===== src/rtl/uart_pkg.sv =====
// Purpose: shared UART types, baud divisors and divisor select helper.
// Latency: n/a (declarations only).
// Backpressure: n/a.
package uart_pkg;

  typedef enum logic [2:0] {
    IDLE   = 3'd0,
    START  = 3'd1,
    DATA   = 3'd2,
    PARITY = 3'd3,
    STOP   = 3'd4
  } tx_state_t;

  // Wide enough for the slowest rate's divisor.
  localparam int unsigned DIV_W = 11;

  localparam logic [DIV_W-1:0] DIV_4800   = 11'd1302;
  localparam logic [DIV_W-1:0] DIV_9600   = 11'd651;
  localparam logic [DIV_W-1:0] DIV_115200 = 11'd54;
  localparam logic [DIV_W-1:0] DIV_TEST   = 11'd4;

  // Clocks per oversample tick for a given baud select.
  function automatic logic [DIV_W-1:0] sel_div(input logic [1:0] s);
    case (s)
      2'b00:   sel_div = DIV_4800;
      2'b01:   sel_div = DIV_9600;
      2'b10:   sel_div = DIV_115200;
      default: sel_div = DIV_TEST;
    endcase
  endfunction

endpackage


===== src/rtl/uart_baud_tick.sv =====
// Purpose: counter-based clock-enable, one tick every div clocks.
// Latency: first tick div clocks after clear drops.
// Backpressure: none; clear holds the counter at zero.
module uart_baud_tick
  import uart_pkg::*;
(
  input  logic             clk_in,
  input  logic             reset,
  input  logic             clear,
  input  logic [DIV_W-1:0] div,
  output logic             tick
);

  logic [DIV_W-1:0] cnt_q, cnt_d;

  assign tick = !clear && (cnt_q == (div - 11'd1));

  // Next count: wrap to zero on each tick, hold at zero while cleared.
  always_comb begin
    cnt_d = cnt_q + 11'd1;
    if (clear || tick) cnt_d = '0;
  end

  // Counter register with synchronous reset.
  always_ff @(posedge clk_in) begin
    if (reset) cnt_q <= '0;
    else       cnt_q <= cnt_d;
  end

endmodule


===== src/rtl/uart_transmitter.sv =====
// Purpose: UART serialiser, start + 8 data LSB-first + optional parity + stop bits.
// Latency: tx low the cycle after acceptance; tx_done (1+8+PARITY_EN+STOP_BITS) bit periods later.
// Backpressure: tx_ready only in IDLE; tx_valid while busy is dropped, nothing queued.
module uart_transmitter
  import uart_pkg::*;
#(
  parameter int unsigned PARITY_EN  = 0,
  parameter int unsigned PARITY_ODD = 0,
  parameter int unsigned STOP_BITS  = 1,
  parameter int unsigned OVERSAMPLE = 16
) (
  input  logic       clk_in,
  input  logic       reset,
  input  logic [1:0] S,
  input  logic [7:0] tx_data,
  input  logic       tx_valid,
  output logic       tx_ready,
  output logic       tx,
  output logic       tx_busy,
  output logic       tx_done
);

  localparam int unsigned OS_W = (OVERSAMPLE > 1) ? $clog2(OVERSAMPLE) : 1;
  localparam logic [OS_W-1:0] OS_LAST = OS_W'(OVERSAMPLE - 1);

  tx_state_t        state_q, state_d;
  logic [7:0]       shift_q, shift_d;
  logic [2:0]       bit_cnt_q, bit_cnt_d;
  logic             stop_cnt_q, stop_cnt_d;
  logic [OS_W-1:0]  os_cnt_q, os_cnt_d;
  logic [DIV_W-1:0] div_q, div_d;
  logic             par_q, par_d;
  logic             tx_q, tx_d;
  logic             ready_q, ready_d;
  logic             busy_q, busy_d;
  logic             done_q, done_d;

  logic tick;
  logic bit_end;
  logic accept;
  logic last_stop;

  assign accept    = tx_valid && ready_q;
  assign bit_end   = tick && (os_cnt_q == OS_LAST);
  assign last_stop = (STOP_BITS < 2) || stop_cnt_q;

  // Baud counter is held at zero in IDLE, so it restarts exactly at acceptance.
  uart_baud_tick u_baud (
    .clk_in (clk_in),
    .reset  (reset),
    .clear  (state_q == IDLE),
    .div    (div_q),
    .tick   (tick)
  );

  // Frame sequencing: every bit lasts OVERSAMPLE ticks; outputs computed one edge ahead.
  always_comb begin
    state_d    = state_q;
    shift_d    = shift_q;
    bit_cnt_d  = bit_cnt_q;
    stop_cnt_d = stop_cnt_q;
    os_cnt_d   = os_cnt_q;
    div_d      = div_q;
    par_d      = par_q;
    tx_d       = tx_q;
    ready_d    = ready_q;
    busy_d     = busy_q;
    done_d     = 1'b0;

    if (state_q != IDLE && tick) begin
      os_cnt_d = bit_end ? '0 : os_cnt_q + 1'b1;
    end

    case (state_q)
      IDLE: begin
        tx_d = 1'b1;
        if (accept) begin
          state_d    = START;
          shift_d    = tx_data;
          div_d      = sel_div(S);
          par_d      = (^tx_data) ^ (PARITY_ODD != 0);
          tx_d       = 1'b0;
          ready_d    = 1'b0;
          busy_d     = 1'b1;
          os_cnt_d   = '0;
          bit_cnt_d  = '0;
          stop_cnt_d = 1'b0;
        end
      end
      START: begin
        if (bit_end) begin
          state_d = DATA;
          tx_d    = shift_q[0];
        end
      end
      DATA: begin
        if (bit_end) begin
          shift_d = shift_q >> 1;
          if (bit_cnt_q == 3'd7) begin
            if (PARITY_EN != 0) begin
              state_d = PARITY;
              tx_d    = par_q;
            end else begin
              state_d = STOP;
              tx_d    = 1'b1;
            end
          end else begin
            bit_cnt_d = bit_cnt_q + 3'd1;
            tx_d      = shift_q[1];
          end
        end
      end
      PARITY: begin
        if (bit_end) begin
          state_d = STOP;
          tx_d    = 1'b1;
        end
      end
      STOP: begin
        if (bit_end) begin
          if (last_stop) begin
            state_d = IDLE;
            done_d  = 1'b1;
            ready_d = 1'b1;
            busy_d  = 1'b0;
          end else begin
            stop_cnt_d = 1'b1;
          end
        end
      end
      default: begin
        state_d = IDLE;
        tx_d    = 1'b1;
        ready_d = 1'b1;
        busy_d  = 1'b0;
      end
    endcase
  end

  // State and output registers; reset aborts any frame without a done pulse.
  always_ff @(posedge clk_in) begin
    if (reset) begin
      state_q    <= IDLE;
      shift_q    <= '0;
      bit_cnt_q  <= '0;
      stop_cnt_q <= 1'b0;
      os_cnt_q   <= '0;
      div_q      <= '0;
      par_q      <= 1'b0;
      tx_q       <= 1'b1;
      ready_q    <= 1'b1;
      busy_q     <= 1'b0;
      done_q     <= 1'b0;
    end else begin
      state_q    <= state_d;
      shift_q    <= shift_d;
      bit_cnt_q  <= bit_cnt_d;
      stop_cnt_q <= stop_cnt_d;
      os_cnt_q   <= os_cnt_d;
      div_q      <= div_d;
      par_q      <= par_d;
      tx_q       <= tx_d;
      ready_q    <= ready_d;
      busy_q     <= busy_d;
      done_q     <= done_d;
    end
  end

  assign tx       = tx_q;
  assign tx_ready = ready_q;
  assign tx_busy  = busy_q;
  assign tx_done  = done_q;

endmodule


===== config.mk =====
export PLATFORM = sky130hd
export DESIGN_NAME = uart_transmitter
export DESIGN_NICKNAME = d
export VERILOG_FILES = /design/src/rtl/uart_pkg.sv /design/src/rtl/uart_baud_tick.sv /design/src/rtl/uart_transmitter.sv
export SDC_FILE = /design/constraint.sdc
export NUM_CORES = 1
export LEC_CHECK = 0
export ABC_AREA = 1
export CAP_MARGIN = 40
export CELL_PAD_IN_SITES_DETAIL_PLACEMENT = 0
export CELL_PAD_IN_SITES_GLOBAL_PLACEMENT = 1
export CORE_MARGIN = 2
export CORE_UTILIZATION = 43
export CTS_BUF_LIST = sky130_fd_sc_hd__clkbuf_2 sky130_fd_sc_hd__clkbuf_4 sky130_fd_sc_hd__clkbuf_8
export DETAILED_ROUTE_END_ITERATION = 10
export HOLD_SLACK_MARGIN = 0.1
export PLACE_DENSITY_LB_ADDON = 0.05
export SLEW_MARGIN = 30
export SYNTH_ARGS = -nofsm -noshare
export SYNTH_HDL_FRONTEND = slang
export SYNTH_SLANG_ARGS = --single-unit

===== constraint.sdc =====
create_clock -name clk_in -period 2.7 [get_ports clk_in]
set_clock_uncertainty 0.2 [all_clocks]
set_input_delay 0.54 -clock clk_in [delete_from_list [all_inputs] [get_ports clk_in]]
set_output_delay 0.54 -clock clk_in [all_outputs]
set_load 0.05 [all_outputs]

==> metrics.md <==
| Metric | Value |
|---|---|
| Slew @ Worst Pin | 494 ps |
| Drt drc | 0 |
| Fill cells | 496 |
| Critical Path AT | 2370 ps |
| Grt ovf | 0 |
| Max Fclk | 0.420 GHz |
| Pre-CTS worst setup slack | 234 ps |
| Final Slew Violations | 0 |
| Hold-critical path depth | 2 |
| Clock Root Buffer | clkbuf_8 |
| RSZ-0062 raised after global routing | false |
| Hold path startpoint | tx |
| Setup violators final | 0 |
| Tot Pwr | 2.14 mW |
| Leak Pwr | 1.08 nW |
| Port Buf Inserts | 16 |
| Met2 usage | 0.300 |
| Die area | 0.00543 mm² |
| Synthesized instance count | 308 |
| TNS Setup | 0 ps |
| Vias | 1858 |
| Start point of the critical path | div_q[9] |
| Adder-Cell Fraction of Synth Area | 0.0300 |
| CP required | 2690 ps |
| Maxcap violations | 0 |
| Synth Area in XOR/XNOR | 0.0336 |
| Core area | 0.00469 mm² |
| Placed cell areas | 0.00231 mm² |
| Worst-skew pair later-pin latency | 290 ps |
| Post-route cell area | 0.00240 mm² |
| Ant. Diodes | 0 |
| Startpoint Class | flip-flop |
| CTS tree | yes |
| Reg2reg path depth | 14 |
| Peak VDD IR | 0.361 mV |
| Post-synthesis sequential area ratio | 0.374 |
| CTS buffer count | 5 |
| Global-route wire length before repair | 7450 µm |
| Htree depth | 2 |
| Met1 Resource Use GR | 0.222 |
| Hold/Removal Path Class | reg2reg |
| Number of global-route vias before repair | 1782 |
| Crit end category | flip-flop |
| GRT Util Overall | 0.176 |
| Ratio of cells with drive above 1 in the final layout | 0.0939 |
| Largest net degree at the start of global routing | 14 |
| Crit-path max FO | 9 |
| Die height | 73.7 µm |
| Cell Rows | 25 |
| Post-Syn Area | 0.00209 mm² |
| Area delta synth->final | 15.0% |
| Post-route ant nets | 0 |
| Fin crit share | 0.881 |
| RePlAce Congestion | 0.762 |
| Vias per std cell | 4.84 |
| Maximum clock path buffer count | 2 |
| CTS sink cnt | 39 |
| Worst r2r dst | shift_q[7] |
| GRT met3 Usage | 0.0370 |
| Initial DRC count | 70 |
| Fin crit period | 2380 ps |
| Largest family of logic cells by synthesized area | simple AND/OR/NAND/NOR gates |
| Drt wl/cell | 11.0 µm |
| Clock-pin slew on the worst setup and hold paths | 70 ps |
| Syn_nets | 326 |
| Fin nets | 347 |
| Starting Density | 0.445 |
| CTS hold repair buffers | 0 |
| Worst r2r src | div_q[9] |
| Post-synthesis compound-gate area fraction | 0.0905 |
| Final HPWL DP | 3400 µm |
| Critical setup path kind | reg2reg |
| IO Count | 17 |
| Global routing's busiest layer | met2 |
| Total Wirelength | 4210 µm |
| YS warnings | 0 |
| Die X-Extent | 73.7 µm |
| Register bit total from synthesis | 39 |
| Multiplexer share of the synthesized area | 0.00480 |
| Outcome | finished clean |
| R2r setup slk | 320 ps |
| Worst hold endpoint | tx |
| Initial antenna violation count | 0 |
| Synth Area per Inst | 6.78 µm² |
| Simple-gate portion of the synthesized area | 0.378 |
| DRT Pass-1 Iters | 4 |
| Rel. slew slack | 0.669 |
| Setup WS post-layout | 321 ps |
| Hold Vio Cnt, Final | 0 |
| Netlist cell types | 34 |
| Power per Cell Area | 893 mW/mm² |
## layer usage
layer	wire, µm	vias up
met4	68	0
met5	0	-
met2	1920	21
li1	-	1021
met1	2100	811
met3	122	5
## how the worst max path moves through the flow
stage	cells after the start	to	slack, ps
3_5_place_dp	13	u_baud.cnt_q[10]	230
5_1_grt	14	os_cnt_q[1]	70
3_3_place_gp	13	u_baud.cnt_q[10]	240
6_report	14	shift_q[7]	320
2_1_floorplan	15	shift_q[7]	540
4_1_cts	13	u_baud.cnt_q[10]	200
## final cells by class
class                           count  area, µm²  area share
Inverter                           41        159      0.0662
Clock buffer                        7       83.8      0.0349
Sequential cell                    39        782       0.326
Clock inverter                      1       5.00     0.00209
Tap cell                           54       67.6      0.0282
Timing Repair Buffer               19        183      0.0761
Multi-Input combinational cell    223       1120       0.467
## sequential cells by signal, summed over array words and instances (netlist names)
name	cells
bit_cnt_q	3
u_baud.cnt_q	11
tx_done	1
tx	1
tx_ready	1
tx_busy	1
shift_q	8
os_cnt_q	4
div_q	6
state_q	3
## synthesized netlist by cell type (all sizes together)
| cell type | count | area [µm²] |
|---|---|---|
| a221oi | 2 | 17.5 |
| o211a | 1 | 10.0 |
| clkinv | 2 | 12.5 |
| nor3 | 10 | 50.1 |
| clkbuf | 3 | 11.3 |
| nand3b | 1 | 7.51 |
| xor2 | 8 | 70.1 |
| o21ai | 14 | 73.8 |
| o2111ai | 1 | 8.76 |
| buf | 2 | 16.3 |
| o21a | 1 | 7.51 |
| nand4 | 4 | 40.0 |
| mux2i | 1 | 10.0 |
| nand2 | 90 | 358 |
| nor3b | 1 | 7.51 |
| a21oi | 11 | 58.8 |
| inv | 39 | 146 |
| nand3 | 23 | 120 |
| nor2 | 48 | 205 |
| ha | 5 | 62.6 |
| dfxtp | 39 | 781 |
| o22ai | 2 | 12.5 |
## kinds of logic after synthesis
family,Yosys count
AOI/OAI and AO/OA,32
xor gates and xnor gates,8
adders and majority gates,5
buffers and inverters,46
DFF,39
muxes,1
and+or+nand+nor,177
## stage by stage
stage,cells,hold slack (ps),util
floorplan,308,240,-
global placement,376,244,0.492
detailed placement,376,254,0.492
CTS,384,270,0.511
global route,384,290,0.511
finish,384,263,0.511
## report_power, final
group / switching [mW] / total (mW) / internal (mW)
clock network: 0.199 / 0.401 / 0.202
logic: 0.631 / 0.959 / 0.328
registers: 0.0857 / 0.784 / 0.698
## cells in the final DEF (no fill, tap or decap), drive strengths merged, types with 3 or more instances in the layout
cell,n
xor2,8
ha,5
nand2,90
nor2,48
clkdlybuf4s50,16
inv,39
clkinv,3
nand3,23
clkbuf,7
o21ai,14
nor3,10
nand4,4
buf,3
a21oi,11
dfxtp,39
## worst max-delay path, stage by stage, from the launching register on
cell and delay (ps):
dfxtp_2 440, inv_2 100, ha_1 310, xor2_1 170
nand2_1 70, nor2_1 100, nand3_1 90, nor2_2 180
nand4_4 170, nand2_4 130, nand2_4 90, clkinv_4 100
nand2_1 50, nand2_1 50, nor2_1 30
## repair_timing
action	in CTS	in global routing
hold endpoints to repair	0	0
gates resized for setup	0	1
buffers inserted	0	0
setup endpoints to repair	0	3
(Power assumes the default switching activity.)
==> RTL change 1, RTL diff (same flow settings) <==
Encoding of `tx_state_t`: now one-hot (5 bits for 5 states).
--- a/src/rtl/uart_pkg.sv
+++ b/src/rtl/uart_pkg.sv
@@ -5,8 +5,8 @@
 
-  typedef enum logic [2:0] {
-    IDLE   = 3'd0,
-    START  = 3'd1,
-    DATA   = 3'd2,
-    PARITY = 3'd3,
-    STOP   = 3'd4
+  typedef enum logic [4:0] {
+    IDLE   = 5'b00001,
+    START  = 5'b00010,
+    DATA   = 5'b00100,
+    PARITY = 5'b01000,
+    STOP   = 5'b10000
   } tx_state_t;
Check against the original RTL: no difference found for any inputs over 10 cycles, from zero or initial values and one cycle with reset high; not proved beyond that.
==> RTL change 1 against the original RTL <==
Via count grew 7.5%; setup slack lost 16 ps; core utilization grew 0.14 points; cell count grew 9.1%; sequential cell count grew 1; combinational power grew 39%; routed wire length grew 14%; cell area grew 7.8%; power grew 20%; critical path type unchanged; synthesized area grew 6.7%.
==> RTL change 1: results (changes against the original RTL) <==
.. list-table::
   :header-rows: 1

   * - Metric
     - Value
   * - Vias in the first global route
     - 1,953 (was 1,782)
   * - Last weighted congestion value of the routability-driven placer
     - 0.802 (was 0.762)
   * - DRC Markers
     - 0 (unchanged)
   * - Mapped Nets
     - 343 (was 326)
   * - Cell types with the highest counts after synthesis
     - sky130_fd_sc_hd__nand2_1, sky130_fd_sc_hd__nor2_1, sky130_fd_sc_hd__dfxtp_1 (unchanged)
   * - Buffer levels on the longest clock path
     - 2 (unchanged)
   * - Netlist cell types
     - 39 (was 34)
   * - Worst relative slew slack
     - 0.664 (was 0.669)
   * - Ranking of synthesized cells by area
     - sky130_fd_sc_hd__dfxtp_1, sky130_fd_sc_hd__nand2_1, sky130_fd_sc_hd__nor2_1 (unchanged)
   * - Final HPWL DP
     - 3710 um (was 3400 um)
   * - Global-route total usage across every layer
     - 0.184 (was 0.176)
   * - First-pass GRT wire length
     - 8710 um (was 7450 um)
   * - Number of design-rule violations left by the first detailed-router iteration
     - 67 (was 70)
   * - Switching power
     - 1170 uW (was 916 uW)
   * - Kind of cell with the highest combined delay on the critical path
     - simple AND/OR/NAND/NOR gates (unchanged)
   * - Static Leakage
     - 0.00112 uW (was 0.00108 uW)
   * - Class of the tightest hold or removal check
     - reg -> reg (unchanged)
   * - Fraction of the yosys area taken by sequential cells
     - 0.360 (was 0.374)
   * - Final-layout fill cell count
     - 534 (was 496)
   * - Maximum VDD drop
     - 0.454 mV (was 0.361 mV)
   * - Run status
     - finished, final reports clean (unchanged)
   * - Post-CTS setup buffer count
     - 0 (unchanged)
   * - Slowest cell on crit path
     - sky130_fd_sc_hd__dfxtp_2 (unchanged)
   * - Synth warnings
     - 0 (unchanged)
   * - DR pass1 iterations
     - 4 (unchanged)
   * - Most instantiated flip-flop cell in the synthesis netlist
     - sky130_fd_sc_hd__dfxtp_1 (unchanged)
   * - Antenna violations before repair
     - 0 (unchanged)
   * - Number of cells upsized or downsized after cts
     - 0 (unchanged)
   * - Ratio of cells with drive above 1 in the final layout
     - 0.0946 (was 0.0939)
   * - Vias per std cell
     - 4.77 (was 4.84)
   * - Buffer cell driving the clock tree root
     - sky130_fd_sc_hd__clkbuf_8 (unchanged)
   * - Net count, final
     - 366 (was 347)
   * - Wirelength, routed
     - 4780 um (was 4210 um)
   * - Post-placement cell area
     - 2490 sq um (was 2310 sq um)
   * - Delay of the slowest cell on the worst path
     - 390 ps (was 440 ps)
   * - Clk_lat worst skew
     - 290 ps (about the same)
[RTL change 1: layout make-up]
cell class                      count  area [sq um]  area share
Tap cell                           70          87.6      0.0339
Clock buffer                        8          97.6      0.0377
Inverter                           42           159      0.0614
Sequential cell                    40           802       0.310
Multi-Input combinational cell    239          1250       0.483
Timing Repair Buffer               20           190      0.0735
[RTL change 1: cells by family (layout without fill, tap and decap cells)]
kind of cell,after synthesis,in the layout,share of synthesized area
simple gates,187,187,0.391
buf+inv,46,70,0.0787
flops,40,40,0.360
compound gates,35,35,0.0916
xor+xnor,11,11,0.0467
fa+ha+maj,5,5,0.0281
mux,1,1,0.00450
[RTL change 1: path summary, 6_finish.rpt]
check | start | to | slack (ps) | cells after the start
max reg2reg | div_q[9]$_SDFFE_PP0P_ | shift_q[7]$_SDFFE_PP0P_ | 310 | 18
min reg2reg | tx_busy$_SDFFE_PP0P_ | tx_busy$_SDFFE_PP0P_ | 260 | 2
min | tx_busy$_SDFFE_PP0P_ | tx_busy$_SDFFE_PP0P_ | 260 | 2
max | div_q[9]$_SDFFE_PP0P_ | shift_q[7]$_SDFFE_PP0P_ | 310 | 18
[RTL change 1: through the flow]
stage	worst slack, ps	hold WS, ps	instances
after global placement	317	252	411
after floorplan	475	241	325
after global routing	77.1	297	419
final	305	264	419
after CTS	210	273	419
after detailed placement	219	256	411
[RTL change 1: layer usage]
metal / up-vias / global-route usage / wire [um]
li1: 1087 / - / -
met1: 881 / 0.235 / 2360
met2: 21 / 0.306 / 2250
met3: 8 / 0.0405 / 109
met4: 0 / 0.0655 / 61
met5: - / 0 / 0
[RTL change 1: power by group through the flow]
| stage | clock network (uW) | logic [uW] | registers, uW |
|---|---|---|---|
| after global placement | 0 | 1340 | 819 |
| after global routing | 466 | 1540 | 824 |
| after CTS | 447 | 1340 | 806 |
| after detailed placement | 0 | 1340 | 819 |
| final | 434 | 1330 | 807 |
| after floorplan | 0 | 1010 | 855 |
[RTL change 1: worst min-delay path, cell delays in order, from the launching register on]
cell                      delay, ps
sky130_fd_sc_hd__dfxtp_1        310
sky130_fd_sc_hd__nand2_1         60
sky130_fd_sc_hd__a21oi_1         50
==> RTL change 2, RTL diff (same flow settings) <==
Without the edit above. Set the package constant `DIV_9600` to 11'd488 (it was 11'd651).
--- a/src/rtl/uart_pkg.sv
+++ b/src/rtl/uart_pkg.sv
@@ -17,3 +17,3 @@
   localparam logic [DIV_W-1:0] DIV_4800   = 11'd1302;
-  localparam logic [DIV_W-1:0] DIV_9600   = 11'd651;
+  localparam logic [DIV_W-1:0] DIV_9600   = 11'd488;
   localparam logic [DIV_W-1:0] DIV_115200 = 11'd54;
Check against the original RTL: no difference found for any inputs over 10 cycles, from zero or initial values and one cycle with reset high; that may be too few to reach the edited logic, so the function may still have changed.
==> RTL change 2 against the original RTL <==
Synthesized area is 7.4% higher; setup slack worse by 27 ps; power is 18% higher; clock power is 5.0% lower; synthesized cell count is 9.4% higher; sequential cell count stayed put; cell area is 7.7% higher; routed wire length is 14% higher.
==> RTL change 2: results (changes against the original RTL) <==
.. list-table::
   :header-rows: 1

   * - Metric
     - Value
   * - Flip-flop and latch power
     - 800 uW (was 784 uW)
   * - Floorplan die area
     - 5800 sq um (was 5430 sq um)
   * - Total placed cells including tap cells
     - 423 (was 376)
   * - Adder-Cell Fraction of Synth Area
     - 0.0558 (was 0.0300)
   * - Post-placement cell area
     - 2500 sq um (was 2310 sq um)
   * - Buffers outside the clock class
     - 20 (was 19)
   * - CP max FO
     - 10 (was 9)
   * - Fraction of synthesized area in multiplexers
     - 0.00893 (was 0.00480)
   * - Wirelength, routed
     - 4800 um (was 4210 um)
   * - First-pass GRT wire length
     - 8810 um (was 7450 um)
   * - Net count, final
     - 383 (was 347)
   * - Final HPWL DP
     - 3710 um (was 3400 um)
   * - Run status
     - finished, final reports clean (unchanged)
   * - Maximum VDD drop
     - 0.511 mV (was 0.361 mV)
   * - Multi-input logic cell count
     - 253 (was 223)
   * - Met1 global-route usage
     - 0.241 (was 0.222)
   * - Combinational power share
     - 0.531 (was 0.447)
   * - Routed met3 length
     - 134 um (was 122 um)
   * - Non-clock buffer area fraction after layout
     - 0.0736 (was 0.0761)
   * - Post-Route M1 WL
     - 2380 um (was 2100 um)
   * - Global-route total usage across every layer
     - 0.186 (was 0.176)
   * - Ratio of cells with drive above 1 in the final layout
     - 0.0724 (was 0.0939)
   * - Multi-input combinational cell area
     - 1290 sq um (was 1120 sq um)
   * - Final instance count without filler cells
     - 429 (was 384)
   * - Delay of the slowest cell on the worst path
     - 480 ps (was 440 ps)
   * - Fraction of the yosys area taken by sequential cells
     - 0.348 (was 0.374)
   * - Vias per std cell
     - 4.68 (was 4.84)
   * - Netlist cell types
     - 30 (was 34)
   * - Share of the synthesized area in compound gates (AO/OA/AOI/OAI)
     - 0.0731 (was 0.0905)
   * - Mapped Nets
     - 360 (was 326)
   * - Area growth from synthesis to layout
     - 15.3% (was 15.0%)
   * - Cell types with the highest counts after synthesis
     - sky130_fd_sc_hd__nand2_1, sky130_fd_sc_hd__nor2_1, sky130_fd_sc_hd__dfxtp_1 (unchanged)
   * - Final-layout fill cell count
     - 537 (was 496)
   * - Area share of xor/xnor cells in the synthesized design
     - 0.0391 (was 0.0336)
   * - Met2 Wirelength
     - 2210 um (was 1920 um)
   * - Met3 Track Usage GR
     - 0.0450 (was 0.0370)
   * - Vias in the first global route
     - 1,993 (was 1,782)
   * - Static Leakage
     - 0.00119 uW (was 0.00108 uW)
   * - Post-synthesis area per instance
     - 6.65 sq um (was 6.78 sq um)
   * - Total of clock buffers placed in the layout
     - 6 (was 7)
   * - Fraction of area in clock buffers and inverters
     - 0.0295 (was 0.0370)
   * - Data arrival at the endpoint of the critical path
     - 2400 ps (was 2370 ps)
-- RTL change 2: changes by cell type after synthesis, moves of 4 or more --
cell                      change
sky130_fd_sc_hd__o21ai_1      -4
sky130_fd_sc_hd__nand2_1     +16
sky130_fd_sc_hd__nor2_1       +7
sky130_fd_sc_hd__ha_1         +5
sky130_fd_sc_hd__o21ai_0      +4
sky130_fd_sc_hd__nor3_1       -5
sky130_fd_sc_hd__nand3_1      +6
-- RTL change 2: path summary, 6_finish.rpt --
path | slack, ps | end | from | depth (start not counted)
min reg2reg | 260 | tx$_SDFFE_PP1P_ | tx$_SDFFE_PP1P_ | 2
max | 290 | shift_q[7]$_SDFFE_PP0P_ | div_q[4]$_SDFFE_PP0P_ | 16
max reg2reg | 290 | shift_q[7]$_SDFFE_PP0P_ | div_q[4]$_SDFFE_PP0P_ | 16
min | 260 | tx$_SDFFE_PP1P_ | tx$_SDFFE_PP1P_ | 2
-- RTL change 2: worst reg2reg max path, stage by stage (launching register included) --
cell                       delay, ps
sky130_fd_sc_hd__dfxtp_1         480
sky130_fd_sc_hd__inv_2           100
sky130_fd_sc_hd__ha_1            270
sky130_fd_sc_hd__nand3_1         100
sky130_fd_sc_hd__nand2_1          70
sky130_fd_sc_hd__nand2_1          70
sky130_fd_sc_hd__nand2_1          50
sky130_fd_sc_hd__nand2_1          80
sky130_fd_sc_hd__nand2_1         110
sky130_fd_sc_hd__nor2_4          160
sky130_fd_sc_hd__nand4_4         140
sky130_fd_sc_hd__nand2_4         140
sky130_fd_sc_hd__nand2_4         100
sky130_fd_sc_hd__clkinv_4        100
sky130_fd_sc_hd__nand2_1          50
sky130_fd_sc_hd__nand2_1          50
sky130_fd_sc_hd__nor2_1           40
